`src/rtl/tnoc_pkg.sv`:
```
// -----------------------------------------------------------------------------
// tnoc_pkg
// Shared types and constants for the router-to-router flit link slice.
//   - default flit / vc widths and the {vc, flit} buffer entry built from them
//   - slice state encoding used by each skid buffer direction
//   - width of the optional per-direction transfer counters
// Optional feature macro: TNOC_FLIT_R2R_SLICE_COUNTER_EN (uses
// TNOC_SLICE_COUNT_WIDTH).
// -----------------------------------------------------------------------------
package tnoc_pkg;

   localparam int TNOC_FLIT_WIDTH        = 66;
   localparam int TNOC_CHANNELS          = 2;
   // A single-channel link still carries a 1-bit tag so the port never
   // collapses to zero width.
   localparam int TNOC_VC_WIDTH          = (TNOC_CHANNELS > 1) ? $clog2(TNOC_CHANNELS) : 1;
   localparam int TNOC_SLICE_COUNT_WIDTH = 32;

   typedef logic [TNOC_FLIT_WIDTH-1:0] tnoc_flit_t;
   typedef logic [TNOC_VC_WIDTH-1:0]   tnoc_vc_t;

   // One buffer entry: the vc tag travels alongside its flit, uninterpreted.
   typedef struct packed {
      tnoc_vc_t   vc;
      tnoc_flit_t flit;
   } tnoc_flit_entry_t;

   typedef enum logic [1:0] {
      TNOC_SLICE_EMPTY = 2'd0,
      TNOC_SLICE_ONE   = 2'd1,
      TNOC_SLICE_FULL  = 2'd2
   } tnoc_slice_state_e;

endpackage : tnoc_pkg

```
`src/rtl/tnoc_flit_skid_buffer.sv`:
```
// -----------------------------------------------------------------------------
// tnoc_flit_skid_buffer
// One direction of the link slice: a 2-entry full-throughput skid buffer.
// Every output (o_valid, o_vc, o_flit, o_ready) comes straight from a flop, so
// no combinational path crosses the block in either direction.
//
// Ports
//   i_clk, i_rst          clock, asynchronous active-high reset
//   i_valid/o_ready       upstream handshake, i_vc/i_flit upstream payload
//   o_valid/i_ready       downstream handshake, o_vc/o_flit downstream payload
//   o_flit_count          output transfer count (only with
//                         TNOC_FLIT_R2R_SLICE_COUNTER_EN defined)
// -----------------------------------------------------------------------------
module tnoc_flit_skid_buffer
   import tnoc_pkg::*;
#(
   parameter int FLIT_WIDTH = TNOC_FLIT_WIDTH,
   parameter int VC_WIDTH   = TNOC_VC_WIDTH
) (
   input  logic                              i_clk,
   input  logic                              i_rst,
   input  logic                              i_valid,
   output logic                              o_ready,
   input  logic [VC_WIDTH-1:0]               i_vc,
   input  logic [FLIT_WIDTH-1:0]             i_flit,
   output logic                              o_valid,
   input  logic                              i_ready,
   output logic [VC_WIDTH-1:0]               o_vc,
`ifdef TNOC_FLIT_R2R_SLICE_COUNTER_EN
   output logic [TNOC_SLICE_COUNT_WIDTH-1:0] o_flit_count,
`endif
   output logic [FLIT_WIDTH-1:0]             o_flit
);

   typedef struct packed {
      logic [VC_WIDTH-1:0]   vc;
      logic [FLIT_WIDTH-1:0] flit;
   } entry_t;

   tnoc_slice_state_e state_q, state_d;
   logic              valid_q, valid_d;
   logic              ready_q, ready_d;
   entry_t            main_q, main_d;
   entry_t            skid_q, skid_d;
   entry_t            in_entry;
   logic              in_xfer;
   logic              out_xfer;

   assign in_entry = '{vc: i_vc, flit: i_flit};
   assign in_xfer  = i_valid && ready_q;
   assign out_xfer = valid_q && i_ready;

   always_comb begin
      // NOTE: every signal written here gets a default first, so no path can
      // leave one unassigned and infer a latch.
      state_d = state_q;
      main_d  = main_q;
      skid_d  = skid_q;

      case (state_q)
         TNOC_SLICE_EMPTY: begin
            if (in_xfer) begin
               main_d  = in_entry;
               state_d = TNOC_SLICE_ONE;
            end
         end
         TNOC_SLICE_ONE: begin
            if (in_xfer && !out_xfer) begin
               // Downstream stalled: park the new flit behind the head.
               skid_d  = in_entry;
               state_d = TNOC_SLICE_FULL;
            end else if (!in_xfer && out_xfer) begin
               state_d = TNOC_SLICE_EMPTY;
            end else if (in_xfer && out_xfer) begin
               main_d  = in_entry;
            end
         end
         TNOC_SLICE_FULL: begin
            // o_ready is low here, so only the output side can move.
            if (out_xfer) begin
               main_d  = skid_q;
               state_d = TNOC_SLICE_ONE;
            end
         end
         default: begin
            state_d = TNOC_SLICE_EMPTY;
         end
      endcase

      // Handshake flags are decoded from the next state and registered, so
      // o_ready never depends combinationally on i_ready.
      valid_d = (state_d != TNOC_SLICE_EMPTY);
      ready_d = (state_d != TNOC_SLICE_FULL);
   end

   // NOTE: sequential state is updated with non-blocking assignments so every
   // flop samples the pre-edge values regardless of process ordering.
   always_ff @(posedge i_clk or posedge i_rst) begin
      if (i_rst) begin
         state_q <= TNOC_SLICE_EMPTY;
         valid_q <= 1'b0;
         ready_q <= 1'b1;
      end else begin
         state_q <= state_d;
         valid_q <= valid_d;
         ready_q <= ready_d;
      end
   end

   // NOTE: the payload registers carry no reset; their contents are
   // don't-care while valid_q is low, and the state flops alone discard
   // buffered flits on reset.
   always_ff @(posedge i_clk) begin
      main_q <= main_d;
      skid_q <= skid_d;
   end

   assign o_valid = valid_q;
   assign o_ready = ready_q;
   assign o_vc    = main_q.vc;
   assign o_flit  = main_q.flit;

`ifdef TNOC_FLIT_R2R_SLICE_COUNTER_EN
   logic [TNOC_SLICE_COUNT_WIDTH-1:0] count_q;

   // Free-running count of output transfers; wraps naturally at all-ones.
   always_ff @(posedge i_clk or posedge i_rst) begin
      if (i_rst) begin
         count_q <= '0;
      end else if (out_xfer) begin
         count_q <= count_q + TNOC_SLICE_COUNT_WIDTH'(1);
      end
   end

   assign o_flit_count = count_q;
`endif

endmodule : tnoc_flit_skid_buffer

```
`src/rtl/tnoc_flit_r2r_slice.sv`:
```
// -----------------------------------------------------------------------------
// tnoc_flit_r2r_slice
// Registered link stage for a router-to-router flit link. Two independent
// skid buffers, one per channel direction, sharing only clock and reset:
//   p2m : router port toward mesh
//   m2p : mesh toward router port
// Each direction adds one cycle of latency and sustains one flit per cycle.
//
// Ports
//   i_clk, i_rst                         clock, asynchronous active-high reset
//   i_p2m_* / o_p2m_ready                p2m upstream side
//   o_p2m_* / i_p2m_ready                p2m downstream side
//   i_m2p_* / o_m2p_ready                m2p upstream side
//   o_m2p_* / i_m2p_ready                m2p downstream side
//   o_p2m_flit_count, o_m2p_flit_count   per-direction output transfer counts
//                                        (only with
//                                        TNOC_FLIT_R2R_SLICE_COUNTER_EN)
// -----------------------------------------------------------------------------
module tnoc_flit_r2r_slice
   import tnoc_pkg::*;
#(
   parameter int FLIT_WIDTH = TNOC_FLIT_WIDTH,
   parameter int CHANNELS   = TNOC_CHANNELS,
   parameter int VC_WIDTH   = (CHANNELS > 1) ? $clog2(CHANNELS) : 1
) (
   input  logic                              i_clk,
   input  logic                              i_rst,
   // p2m direction
   input  logic                              i_p2m_valid,
   output logic                              o_p2m_ready,
   input  logic [VC_WIDTH-1:0]               i_p2m_vc,
   input  logic [FLIT_WIDTH-1:0]             i_p2m_flit,
   output logic                              o_p2m_valid,
   input  logic                              i_p2m_ready,
   output logic [VC_WIDTH-1:0]               o_p2m_vc,
   output logic [FLIT_WIDTH-1:0]             o_p2m_flit,
   // m2p direction
   input  logic                              i_m2p_valid,
   output logic                              o_m2p_ready,
   input  logic [VC_WIDTH-1:0]               i_m2p_vc,
   input  logic [FLIT_WIDTH-1:0]             i_m2p_flit,
   output logic                              o_m2p_valid,
   input  logic                              i_m2p_ready,
   output logic [VC_WIDTH-1:0]               o_m2p_vc,
`ifdef TNOC_FLIT_R2R_SLICE_COUNTER_EN
   output logic [TNOC_SLICE_COUNT_WIDTH-1:0] o_p2m_flit_count,
   output logic [TNOC_SLICE_COUNT_WIDTH-1:0] o_m2p_flit_count,
`endif
   output logic [FLIT_WIDTH-1:0]             o_m2p_flit
);

   tnoc_flit_skid_buffer #(
      .FLIT_WIDTH (FLIT_WIDTH),
      .VC_WIDTH   (VC_WIDTH)
   ) u_p2m (
      .i_clk        (i_clk),
      .i_rst        (i_rst),
      .i_valid      (i_p2m_valid),
      .o_ready      (o_p2m_ready),
      .i_vc         (i_p2m_vc),
      .i_flit       (i_p2m_flit),
      .o_valid      (o_p2m_valid),
      .i_ready      (i_p2m_ready),
      .o_vc         (o_p2m_vc),
`ifdef TNOC_FLIT_R2R_SLICE_COUNTER_EN
      .o_flit_count (o_p2m_flit_count),
`endif
      .o_flit       (o_p2m_flit)
   );

   tnoc_flit_skid_buffer #(
      .FLIT_WIDTH (FLIT_WIDTH),
      .VC_WIDTH   (VC_WIDTH)
   ) u_m2p (
      .i_clk        (i_clk),
      .i_rst        (i_rst),
      .i_valid      (i_m2p_valid),
      .o_ready      (o_m2p_ready),
      .i_vc         (i_m2p_vc),
      .i_flit       (i_m2p_flit),
      .o_valid      (o_m2p_valid),
      .i_ready      (i_m2p_ready),
      .o_vc         (o_m2p_vc),
`ifdef TNOC_FLIT_R2R_SLICE_COUNTER_EN
      .o_flit_count (o_m2p_flit_count),
`endif
      .o_flit       (o_m2p_flit)
   );

endmodule : tnoc_flit_r2r_slice

```
`config.mk`:
```
export PLATFORM = sky130hd
export DESIGN_NAME = tnoc_flit_r2r_slice
export DESIGN_NICKNAME = d
export VERILOG_FILES = /design/src/rtl/tnoc_pkg.sv /design/src/rtl/tnoc_flit_skid_buffer.sv /design/src/rtl/tnoc_flit_r2r_slice.sv
export SDC_FILE = /design/constraint.sdc
export NUM_CORES = 1
export LEC_CHECK = 0
export CAP_MARGIN = 15
export CORE_MARGIN = 2
export CORE_UTILIZATION = 49
export CTS_BUF_LIST = sky130_fd_sc_hd__clkbuf_8 sky130_fd_sc_hd__clkbuf_16
export DETAILED_ROUTE_END_ITERATION = 10
export HOLD_SLACK_MARGIN = 0.15
export PLACE_DENSITY = 0.9
export SLEW_MARGIN = 10
export SYNTH_ARGS = -nofsm -noshare
export SYNTH_HDL_FRONTEND = slang
export SYNTH_HIERARCHICAL = 1
export SYNTH_SLANG_ARGS = --single-unit
```
`constraint.sdc`:
```
create_clock -name i_clk -period 4 [get_ports i_clk]
set_input_delay 1 -clock i_clk [delete_from_list [all_inputs] [get_ports i_clk]]
set_output_delay 1 -clock i_clk [all_outputs]
set_load 0.005 [all_outputs]
```
==> results.yml <==
timing:
  fin_hold_ws_ns: 0.5381
  hold_violations: 0
  max_freq_mhz: 388.0
  fin_skew_ns: 0.01043
  tns_ns: 0
  timing.final.crit_share: 0.6444
  rsz0062_at_grt: "no"
  fin_crit_ns: 2.578
  finalSetupViolations: 0
  slew_headroom: 0.5291
  finalMaxSlewViolations: 0
  worstMarginPinSlew_ns: 0.7049
floorplanning:
  io_pins: 278
  die_w_microns: 152.2
  dieArea_sq_um: 23170
  num_rows: 54
  die_h_microns: 152.2
  start_util: 0.4964
  core_area_sq_um: 21690
yosys:
  syn-num-nets: 598
  synth-main-ff-cell: "edfxtp_1"
  synth-async-reset-ratio: 0.02899
  synth-edff-count: 268
  netlist_area_sq_um: 10770
  synth_cell_types: 20
  synthTopCellsByCount: "edfxtp_1 (268), mux2_4 (132), buf_12 (14), dfrtp_1 (6), nand2_1 (6)"
  synth_most_common_cell: "edfxtp_1"
  yosys.area.top_type: "edfxtp_1"
  ys_seq_elements: 276
  synth-seq-area-share: 0.7664
  synthTopCellsByArea: "edfxtp_1 (75%), mux2_4 (18%), buf_12 (2.6%)"
  avgSynthCellArea_sq_um: 23.51
  yosys_warnings: 6
  netlist_instances: 458
  yosysTopAreaCellShare: 0.7476
cts:
  numCtsBuffers: 28
  cts_tree: "yes"
  root_buffer: "clkbuf_16"
  cts_hold_buf: 0
  cts_num_sinks: 276
  cts_repair_resize_count: 0
  cts_buffer_depth: 3
  cts_setup_buffers: 0
  worstSkewPairLatency_ns: 0.53
  clkTransAtPathRegs_ns: 0.06
  htreeDepth: 1
grt:
  antenna_found_initial: 4
  grt_pass1_vias: 5547
  grt_pass1_wl_microns: 32720
  grt_util_all_layers: 0.1821
  globalRoute.totalOverflow: 0
  grt_max_degree: 68
setup_path:
  worst-path-buf-inv: 1
  critical_path.top_delay_family: "flip-flops"
  critical_path_class: "reg -> out"
  end_kind: "primary output"
  cp_slowest_stage_delay_ns: 0.55
  worstPathRequired_ns: 3.00
  arrival_ns: 1.58
  worst_path_max_delay_cell: "dfstp_2"
  crit_fanout: 3
  cp-start-kind: "register"
  crit_path_cell_trace: "clkdlybuf4s50_1"
outcome:
  outcome: "finished, final reports clean"
detailed_routing:
  via_count: 5355
  drt_first_pass_iters: 4
  drc: 0
  viasPerCell: 5.042
  drt_iter0_markers: 284
  detail-route-antenna-nets: 0
  wl_per_cell_microns: 20.76
  routed_wl_microns: 22040
power:
  power_per_cell_area_nw_per_um2: 664.3
  irDropWorstVdd_mv: 0.4897
  finalPower_mw: 9.733
  p_leak_nw: 5.262
placement:
  placed_cell_area_sq_um: 13730
  numPortBuffers: 277
  gp_congestion: 0.8097
  dp_hpwl_microns: 15150
finish:
  drive_above_1_share: 0.2468
  nFillCells: 1391
  num-nets-final: 897
  fin_area_sq_um: 14650
  area_growth_pct: 36.11
min_path:
  timing.hold.worst.class: "reg -> reg"
run:
  cap_violations: 0
layer usage:
layer,GRT usage,vias up,routed length [microns]
met5,0,-,0
met4,0.09346,0,1053
met3,0.03470,65,1004
met2,0.3211,178,11490
met1,0.2131,2688,8491
li1,-,2424,-
kinds of logic after synthesis:
logic type             after synthesis  share of synthesized area
AOI/OAI and AO/OA                   10                   0.006508
buffers and inverters               18                    0.02952
DFF                                276                     0.7664
muxes                              134                     0.1862
and+or+nand+nor                     20                    0.01139
cell usage in the layout, fill, tap and decap left out, types with 4 or more instances in the layout:
master | synthesis | final
clkdlybuf4s50_1 | 0 | 277
edfxtp_1 | 268 | 268
mux2_4 | 132 | 132
clkbuf_16 | 0 | 29
inv_1 | 2 | 9
clkinv_2 | 0 | 6
dfrtp_1 | 6 | 6
buf_12 | 14 | 6
diode_2 | 0 | 4
clkbuf_8 | 0 | 4
nand2_1 | 6 | 4
o21bai_1 | 4 | 4
power by group:
group	total [mW]	switching (mW)	internal, mW
combinational	2.67	1.10	1.56
clock	2.55	1.05	1.51
sequential	4.51	0.252	4.26
final timing paths:
path / cells past startpoint / start / to / slack, ns
max: 1 / u_p2m/o_ready$_DFF_PP1_ / o_p2m_ready / 1.42
min: 1 / u_p2m/skid_q[20]$_DFFE_PP_ / u_p2m/o_flit[20]$_DFFE_PP_ / 0.54
max reg2reg: 4 / u_p2m/state_q[0]$_DFF_PP0_ / u_p2m/o_flit[8]$_DFFE_PP_ / 1.86
min reg2reg: 1 / u_p2m/skid_q[20]$_DFFE_PP_ / u_p2m/o_flit[20]$_DFFE_PP_ / 0.54
max in group asynchronous: 2 / i_rst / u_m2p/o_ready$_DFF_PP1_ / 3.08
min in group asynchronous: 2 / i_rst / u_p2m/state_q[1]$_DFF_PP0_ / 0.68
flip-flops by register name, summed over array words and instances, names as in the netlist:
name and flops:
u_p2m/o_flit 66, u_p2m/state_q 2, u_m2p/skid_q 67, u_m2p/o_vc 1, u_m2p/o_flit 66, u_p2m/o_vc 1
u_p2m/o_ready 1, u_p2m/skid_q 67, u_m2p/o_ready 1, u_p2m/o_valid 1, u_m2p/state_q 2, u_m2p/o_valid 1
metrics by stage:
stage | instances | utilization | setup slack (ns)
6_report | 1062 | 0.6756 | 1.422
5_1_grt | 1062 | 0.6756 | 1.366
4_1_cts | 1058 | 0.6751 | 1.397
2_1_floorplan | 458 | - | 0.7500
3_3_place_gp | 1007 | 0.6331 | 1.083
3_5_place_dp | 1007 | 0.6331 | 1.031
final cells by class:
class                      count  area, sq um  share of cell area
sequential                   276         8250              0.5631
multi-input combinational    164         2215              0.1511
antenna                        4        10.01           0.0006831
clock buffer                  33        780.7             0.05328
tap                          280        350.3             0.02391
clock inverter                18        131.4            0.008966
timing repair buffer         285         2908              0.1984
inverter                       2        7.507           0.0005123
Note: power is estimated with default switching activity, not from simulation.
